**config.mk**
```make
export PLATFORM = sky130hd
export DESIGN_NAME = sequencer_card
export DESIGN_NICKNAME = d
export VERILOG_FILES = /design/src/rtl/sequencer_card_pkg.sv /design/src/rtl/seq_stall_timer.sv /design/src/rtl/sequencer_card.sv
export SDC_FILE = /design/constraint.sdc
export NUM_CORES = 1
export LEC_CHECK = 0
export CORE_UTILIZATION = 47
export CTS_BUF_LIST = sky130_fd_sc_hd__clkbuf_4
export CTS_CLUSTER_SIZE = 28
export DETAILED_ROUTE_END_ITERATION = 8
export PLACE_DENSITY = 0.78
export SETUP_SLACK_MARGIN = 0.1
export SLEW_MARGIN = 10
export SYNTH_ARGS = -nofsm -noshare
export SYNTH_HDL_FRONTEND = slang
export SYNTH_SLANG_ARGS = --single-unit
```
**constraint.sdc**
```tcl
create_clock -name clk -period 2 [get_ports clk]
set_clock_uncertainty 0.05 [all_clocks]
set_input_delay 0.3 -clock clk [delete_from_list [all_inputs] [get_ports clk]]
set_output_delay 0.3 -clock clk [all_outputs]
set_load 0.02 [all_outputs]
```
**src/rtl/sequencer_card_pkg.sv**
```systemverilog
// Shared definitions for the sequencer card: width macros, phase bit
// indices, FSM state encodings and phase decode helpers.
`ifndef SEQUENCER_CARD_DEFS
`define SEQUENCER_CARD_DEFS
`define DATAWIDTH 16
`define CTRLWIDTH 7
`endif

package sequencer_card_pkg;

    // Bit positions inside the one-hot phase bus
    localparam int PH_FETCH_A = 0;
    localparam int PH_FETCH_B = 1;
    localparam int PH_FETCH_C = 2;
    localparam int PH_READ_A  = 3;
    localparam int PH_READ_B  = 4;
    localparam int PH_WRITE_B = 5;
    localparam int PH_BRANCH  = 6;

    // Phase states are numbered to match their phase bit, so P(k+1) = Pk + 1
    typedef enum logic [3:0] {
        S_P0    = 4'd0,
        S_P1    = 4'd1,
        S_P2    = 4'd2,
        S_P3    = 4'd3,
        S_P4    = 4'd4,
        S_P5    = 4'd5,
        S_P6    = 4'd6,
        S_IDLE  = 4'd7,
        S_HALT  = 4'd8,
        S_FAULT = 4'd9
    } state_e;

    function automatic logic is_phase(state_e s);
        return (s <= S_P6);
    endfunction

    function automatic logic [`CTRLWIDTH-1:0] phase_of(state_e s);
        logic [`CTRLWIDTH-1:0] p;
        p = '0;
        case (s)
            S_P0:    p[PH_FETCH_A] = 1'b1;
            S_P1:    p[PH_FETCH_B] = 1'b1;
            S_P2:    p[PH_FETCH_C] = 1'b1;
            S_P3:    p[PH_READ_A]  = 1'b1;
            S_P4:    p[PH_READ_B]  = 1'b1;
            S_P5:    p[PH_WRITE_B] = 1'b1;
            S_P6:    p[PH_BRANCH]  = 1'b1;
            default: p = '0;
        endcase
        return p;
    endfunction

endpackage

```
**src/rtl/seq_stall_timer.sv**
```systemverilog
// Stall timer: counts consecutive not-ready cycles within one phase and
// flags expiry on the cycle that would push the count past STALL_MAX.
module seq_stall_timer #(
    parameter int STALL_MAX = 15
) (
    input  logic clk,
    input  logic rst,
    input  logic active_i,
    input  logic ready_i,
    output logic expire_o
);

    localparam int CW = (STALL_MAX < 1) ? 1 : $clog2(STALL_MAX + 1);

    logic [CW-1:0] cnt_q, cnt_d;

    // Clear on any phase advance or outside phases; otherwise count stalls
    always_comb begin
        cnt_d = cnt_q;
        if (!active_i || ready_i)
            cnt_d = '0;
        else if (cnt_q != CW'(STALL_MAX))
            cnt_d = cnt_q + CW'(1);
    end

    // Counter register
    always_ff @(posedge clk) begin
        if (rst) cnt_q <= '0;
        else     cnt_q <= cnt_d;
    end

    assign expire_o = active_i && !ready_i && (cnt_q == CW'(STALL_MAX));

endmodule

```
**src/rtl/sequencer_card.sv**
```systemverilog
// Instruction phase sequencer: walks seven one-hot phases per instruction,
// stalls on mem_ready, halts at instruction boundaries, faults on a stuck
// phase. Optional single-step support under macro SEQ_SINGLE_STEP_EN.
module sequencer_card
    import sequencer_card_pkg::*;
#(
    parameter int STALL_MAX = 15,
    parameter int ICNT_W    = `DATAWIDTH
) (
    input  logic                  clk,
    input  logic                  rst,
    input  logic                  run,
    input  logic                  halt,
    input  logic                  step,
    input  logic                  mem_ready,
    output logic [`CTRLWIDTH-1:0] phase,
    output logic                  phase_start,
    output logic                  running,
    output logic                  halted,
    output logic                  fault,
    output logic [ICNT_W-1:0]     icnt
);

    state_e            state_q, state_d;
    logic [ICNT_W-1:0] icnt_q, icnt_d;
    logic              pstart_q, pstart_d;
    logic              expire;
    logic              go;

    seq_stall_timer #(.STALL_MAX(STALL_MAX)) u_stall (
        .clk      (clk),
        .rst      (rst),
        .active_i (is_phase(state_q)),
        .ready_i  (mem_ready),
        .expire_o (expire)
    );

    // halt dominates run when both are requested
    assign go = run && !halt;

`ifdef SEQ_SINGLE_STEP_EN
    logic step_mode_q, step_mode_d;
`else
    logic unused_step;
    assign unused_step = step;
`endif

    // Next-state logic
    always_comb begin
        state_d = state_q;
        icnt_d  = icnt_q;
`ifdef SEQ_SINGLE_STEP_EN
        step_mode_d = step_mode_q;
`endif
        case (state_q)
            S_IDLE, S_HALT: begin
`ifdef SEQ_SINGLE_STEP_EN
                if (step) begin
                    state_d     = S_P0;
                    step_mode_d = 1'b1;
                end else
`endif
                if (go) state_d = S_P0;
            end
            S_P0, S_P1, S_P2, S_P3, S_P4, S_P5: begin
                if (expire)         state_d = S_FAULT;
                else if (mem_ready) state_d = state_e'(state_q + 4'd1);
            end
            S_P6: begin
                if (expire) begin
                    state_d = S_FAULT;
                end else if (mem_ready) begin
                    icnt_d = icnt_q + ICNT_W'(1);
`ifdef SEQ_SINGLE_STEP_EN
                    if (step_mode_q) begin
                        state_d     = S_HALT;
                        step_mode_d = 1'b0;
                    end else
`endif
                    state_d = go ? S_P0 : S_HALT;
                end
            end
            S_FAULT: state_d = S_FAULT;
            default: state_d = S_IDLE;
        endcase
        // first cycle of a phase is any cycle entered from a different state
        pstart_d = is_phase(state_d) && (state_d != state_q);
    end

    // State registers
    always_ff @(posedge clk) begin
        if (rst) begin
            state_q  <= S_IDLE;
            icnt_q   <= '0;
            pstart_q <= 1'b0;
        end else begin
            state_q  <= state_d;
            icnt_q   <= icnt_d;
            pstart_q <= pstart_d;
        end
    end

`ifdef SEQ_SINGLE_STEP_EN
    // Single-step flag lives for one instruction only
    always_ff @(posedge clk) begin
        if (rst) step_mode_q <= 1'b0;
        else     step_mode_q <= step_mode_d;
    end
`endif

    assign phase       = phase_of(state_q);
    assign phase_start = pstart_q;
    assign running     = is_phase(state_q);
    assign halted      = (state_q == S_HALT);
    assign fault       = (state_q == S_FAULT);
    assign icnt        = icnt_q;

endmodule

```
==> Yosys cells after proc, flatten, opt, wreduce, memory -nomap -nowiden <==
Cells that the tools add are included.
{ "word_totals": {"register_bits": 25, "in_bits": 6, "out_inout_bits": 27, "word_cells": 49} }
{ "classes": {"add_sub_neg": 3, "order_cmp": 2, "n_eq_ne": 12, "muxes": 14, "n_bitwise": 1, "n_reduce_logical": 13} }
{ "ops": {"columns": ["op", "count"], "rows": [
  ["$mux 4", 6],
  ["$add 16x1->16 const B", 1],
  ["$eq 4x3->1 const B", 4],
  ["$pmux 4 s4", 1],
  ["$eq 4x4->1 const B", 3],
  ["$add 4x1->4 const B", 2],
  ["$eq 4x2->1 const B", 2],
  ["$le 4x3->1 const B", 2],
  ["$mux 1", 7],
  ["$reduce_or 6->1", 1],
  ["$eq 4x1->1 const B", 1],
  ["$logic_and 1x1->1", 4],
  ["$logic_not 4->1", 1],
  ["$ne 4x4->1", 1],
  ["$ne 4x4->1 const B", 1],
  ["$reduce_or 2->1", 2],
  ["$logic_not 1->1", 3],
  ["$reduce_and 3->1", 1],
  ["$logic_or 1x1->1", 1],
  ["$not 1->1", 1]
]} }

==> Logic depth before layout (Yosys ltp) <==
{ "depth": {"ltp_word": 8, "ltp_mapped": 9, "ltp_nobuf": 8} }

==> Modules after synthesis <==
From an unflattened synthesis, not the netlist that was laid out.
{ "unflattened": {"cells_unflattened": 177, "hier_area_um2": 1510.2} }
{ "modules_own_cells": {"columns": ["mod", "instances", "cells_each", "area_per_inst_um2", "seq_area_each_um2"], "rows": [
  ["sequencer_card", 1, 157, 1327.5, 420.4],
  ["seq_stall_timer", 1, 20, 182.7, 80.1]
]} }

==> Worst setup path before layout <==
OpenSTA, ideal clock, no wires.
{ "synth_timing": {"path_kind": "flip-flop to flip-flop", "startpoint": "reg state_q[0]", "endpoint": "reg pstart_q (netlist: phase_start)", "setup_ps": 74, "t_arrival_ps": 1965, "required_time_ps": 1876, "setup_slack_ps": -89, "path_stages_with_launch": 9, "path_cell_list": "dfxtp_1 inv_1 ha_1 and3b_1 o21ai_2 o211ai_2 a21o_1 a311o_1 a31oi_1"} }
{ "synth_via": {"elab_cells_between_ends": 25, "classes_between": "add/sub (1); order compare (2); eq/ne (10); mux (6); reduce/logical (6)"} }
{ "synth_rtl": {"columns": ["item", "line", "source"], "rows": [
  ["from (decl)", "sequencer_card.sv:24", "state_e state_q, state_d;"],
  ["from (signal assigned)", "sequencer_card.sv:97", "state_q <= state_d;"],
  ["$eq 4x4->1 (*)", null, null],
  ["named net halted", "sequencer_card.sv:19", "output logic halted,"],
  ["$reduce_or 2->1 (*)", "sequencer_card.sv:55", "case (state_q)"],
  ["$pmux 4 s4 (*)", "sequencer_card.sv:55", null],
  ["$le 4x3->1 or $ne 4x4->1 (tied branches)", "sequencer_card_pkg.sv:35, sequencer_card.sv:87", null],
  ["$logic_and 1x1->1 (*)", "sequencer_card.sv:87", "pstart_d = is_phase(state_d) && (state_d != state_q);"],
  ["to (signal assigned)", "sequencer_card.sv:99", "pstart_q <= pstart_d;"],
  ["to (decl)", "sequencer_card.sv:26", "logic pstart_q, pstart_d;"]
]} }
The timed path passes the listed nets; every way through them passes the cells marked *.
A chain may end at the register's enable or synchronous reset.

==> Worst setup path after layout <==
{ "layout_timing": {"startpoint": "reg state_q[0]", "endpoint": "reg pstart_q (netlist: phase_start)"} }
{ "layout_via": {"elab_chain_cells": 7, "elab_cells_between_ends": 25, "classes_between": "add/sub (1); order compare (2); eq/ne (10); mux (6); reduce/logical (6)"} }
{ "layout_rtl": {"columns": ["item", "line", "source"], "rows": [
  ["$le 4x3->1", "sequencer_card_pkg.sv:35", "return (s <= S_P6);"],
  ["$logic_and 1x1->1 (2 in series)", "seq_stall_timer.sv:32", "assign expire_o = active_i && !ready_i && (cnt_q == CW'(STALL_MAX));"],
  ["$mux 4 (on tied branches)", "sequencer_card.sv:70, sequencer_card.sv:66", null],
  ["$pmux 4 s4", "sequencer_card.sv:55", null],
  ["$le 4x3->1 or $ne 4x4->1 (tied branches)", "sequencer_card_pkg.sv:35, sequencer_card.sv:87", null],
  ["$logic_and 1x1->1 (*)", "sequencer_card.sv:87", null]
]} }
Mark *: on every way between the ends. The rest lies on a longest branch, timed or not.

==> impl_metrics.toml <==
[logic_synthesis]
yosysMostFrequentCell = "nor2_1"
synth_edf_count = 0
ys_ff_latch = 25
async_flop_share_pct = 0
syn_avg_cell_area_um2 = 8.24
syn_area_um2 = 1480
yosys-top-cells-area = "dfxtp_1, nor2_1, ha_1"
synth_fp_nets = 193
synth_ff_type = "dfxtp_1"
yosysWarningCount = 0
synthTopCellsByCount = "nor2_1, dfxtp_1, nand2_1"
yosysSeqAreaShare_pct = 33.7
synth_top_area_share_pct = 33.7
synth_cell_types = 47
synth_cells = 180
yosysTopAreaCell = "dfxtp_1"

[power_and_ir_drop]
peakVddDrop_uv = 725
p_per_area_nw_per_um2 = 1020
p_leak_uw = 0.000898
power.total_uw = 2310

[grt]
grt_max_degree = 14
grt_busiest_layer = "met2"
antenna_found_initial = 0
met2_usage_pct = 40.6
grt.met3_usage_pct = 4.69
grt_use_total_pct = 22.9
grt_pass1_wl_mm = 6.09
use_met1_pct = 28.8
grt_pass1_vias = 1415
grt_overflow = 0

[sta]
maxSlewViolCount = 0
worst-slew-pin-transition_ns = 0.391
rsz0062_at_grt = "yes"
period_share_pct = 104
hold_viol = 0
fmax_mhz = 479
setup_ws_ns = -0.0868
setup_viol = 2
relSlewSlack_pct = 73.8
layout_min_cycle_time_ns = 2.09

[worst_setup_path]
cp.arrival_ns = 2.25
path_common_cell = "buf_4"
reg2reg_from = "state_q[0]"
slowest_stage = "dfxtp_4"
crit_path_max_incr_delay_ns = 0.40
critPathKind = "reg -> reg"
rr_worst_depth = 9
path_cells = "inv_4 -> ha_4 -> and3b_2 -> nor4_4 -> buf_4 -> o21ai_2 -> buf_4 -> a41oi_1 -> a31oi_1"
startpoint = "state_q[0]"
cp.buffers_inverters = 3
path_max_fanout = 4
cp.required_ns = 2.16
critPathCaptureType = "flop"
cp.depth = 9
path_delay_family = "simple AND/OR/NAND/NOR gates"
worst_setup_path_start_kind = "flop"

[clock_tree]
cts_root_buf = "clkbuf_4"
cts.hold.buffers_added = 0
cts_tree = "built"
clk_latency_ns = 0.32
cts_num_sinks = 25
clkSlewWorstSetupHoldPaths_ns = 0.14
h-tree-depth = 1
clockBufferDepth = 2
cts_buffers = 3

[finish]
final_net_count = 254
n_antenna_cell = 0
final_area_um2 = 2270
n_fill_cell = 212
drive_gt1_share_pct = 37.9
syn_to_final_growth_pct = 53.0

[place]
place_area_um2 = 2010
place_ws_ns = -0.156
io_buffers = 31
post-dp-hpwl_mm = 2.83
gp_congestion = 0.903

[drt]
num_vias = 1611
drt_first_pass_iters = 5
routed_wl_mm = 4.32
drc = 0
avgViaCountPerCell = 5.67
wire_per_inst_um = 15.2
first_iter_violations = 76
ant_nets = 0

[floorplanning]
fp.dieH_um = 58.2
io_pins = 33
coreArea_um2 = 3030
rows = 20
initial_core_util_pct = 49.0
dieArea_um2 = 3390
die_w_um = 58.2

[worst_hold_path]
min-delay-start = "icnt[15]"
min_path_cells = 2
hp-class = "reg -> reg"

[flow_run]
cap_viol_max_count = 0

[status]
violations = "negative setup slack"
status = "complete, but fails checks"
layout by cell type, fill, tap and decap left out, types with 6 or more instances in the layout:
cell type / netlist / layout
buf_4: 2 / 28
clkdlybuf4s50_1: 0 / 21
inv_1: 9 / 6
dfxtp_1: 25 / 22
nand3_1: 9 / 8
nor3_1: 8 / 7
buf_2: 0 / 6
xor2_1: 8 / 8
nand2_1: 11 / 9
nor2_1: 27 / 22
flip-flops by register name, indices dropped and copies added, names as in the netlist:
register	count
icnt	16
phase_start	1
state_q	4
u_stall.cnt_q	4
routing by layer:
layer  share of wire [%]  up-vias
met5                   0        -
met4                 2.1        0
met3                 7.4       14
met2                  51       71
met1                  39      769
li1                    -      757
worst paths after layout:
kind,end,slack [ns]
hold / removal,icnt[15],0.49
setup reg to reg,phase_start,-0.09
setup / recovery,phase_start,-0.09
hold reg to reg,icnt[15],0.49
worst min-delay path, cell delays in order, from the launching register on:
cell and delay [ns]:
dfxtp_1 0.36, xor2_1 0.07, nor2_1 0.08
report_power, final:
part | switching (µW) | total (µW) | internal (µW)
clock | 147 | 239 | 91.6
sequential | 69.0 | 624 | 555
combinational | 748 | 1450 | 704
total | 964 | 2310 | 1350
stage by stage:
stage	hold WS [ns]	setup TNS [ns]	std cells	utilization, %
6_report	0.490	-0.117	284	75.0
2_1_floorplan	0.414	0	180	-
3_5_place_dp	0.451	-0.868	272	66.3
4_1_cts	0.482	-0.0474	281	69.1
3_3_place_gp	0.434	-0.385	272	66.3
5_1_grt	0.508	-0.580	284	75.0
what timing repair did:
action	4_1_cts	5_1_grt
setup endpoints to repair	19	22
setup buffers	5	3
pin swaps	12	13
resized for setup	48	41
kinds of logic after synthesis:
group / after synthesis / share of synthesized area [%]
buffers and inverters: 15 / 5.31
and+or+nand+nor: 83 / 29.2
AOI/OAI and AO/OA: 34 / 16.3
muxes: 2 / 1.35
xor gates and xnor gates: 14 / 8.26
DFF: 25 / 33.7
adders and majority gates: 7 / 5.90
cell type report:
class	count	area, µm²	area share, %
Inverter	9	36.3	1.60
Clock buffer	4	30.0	1.32
Timing Repair Buffer	62	526	23.2
Sequential cell	25	509	22.4
Tap cell	44	55.1	2.43
Multi-Input combinational cell	140	1110	49.1
No activity file was read; power rests on OpenSTA's default activity.
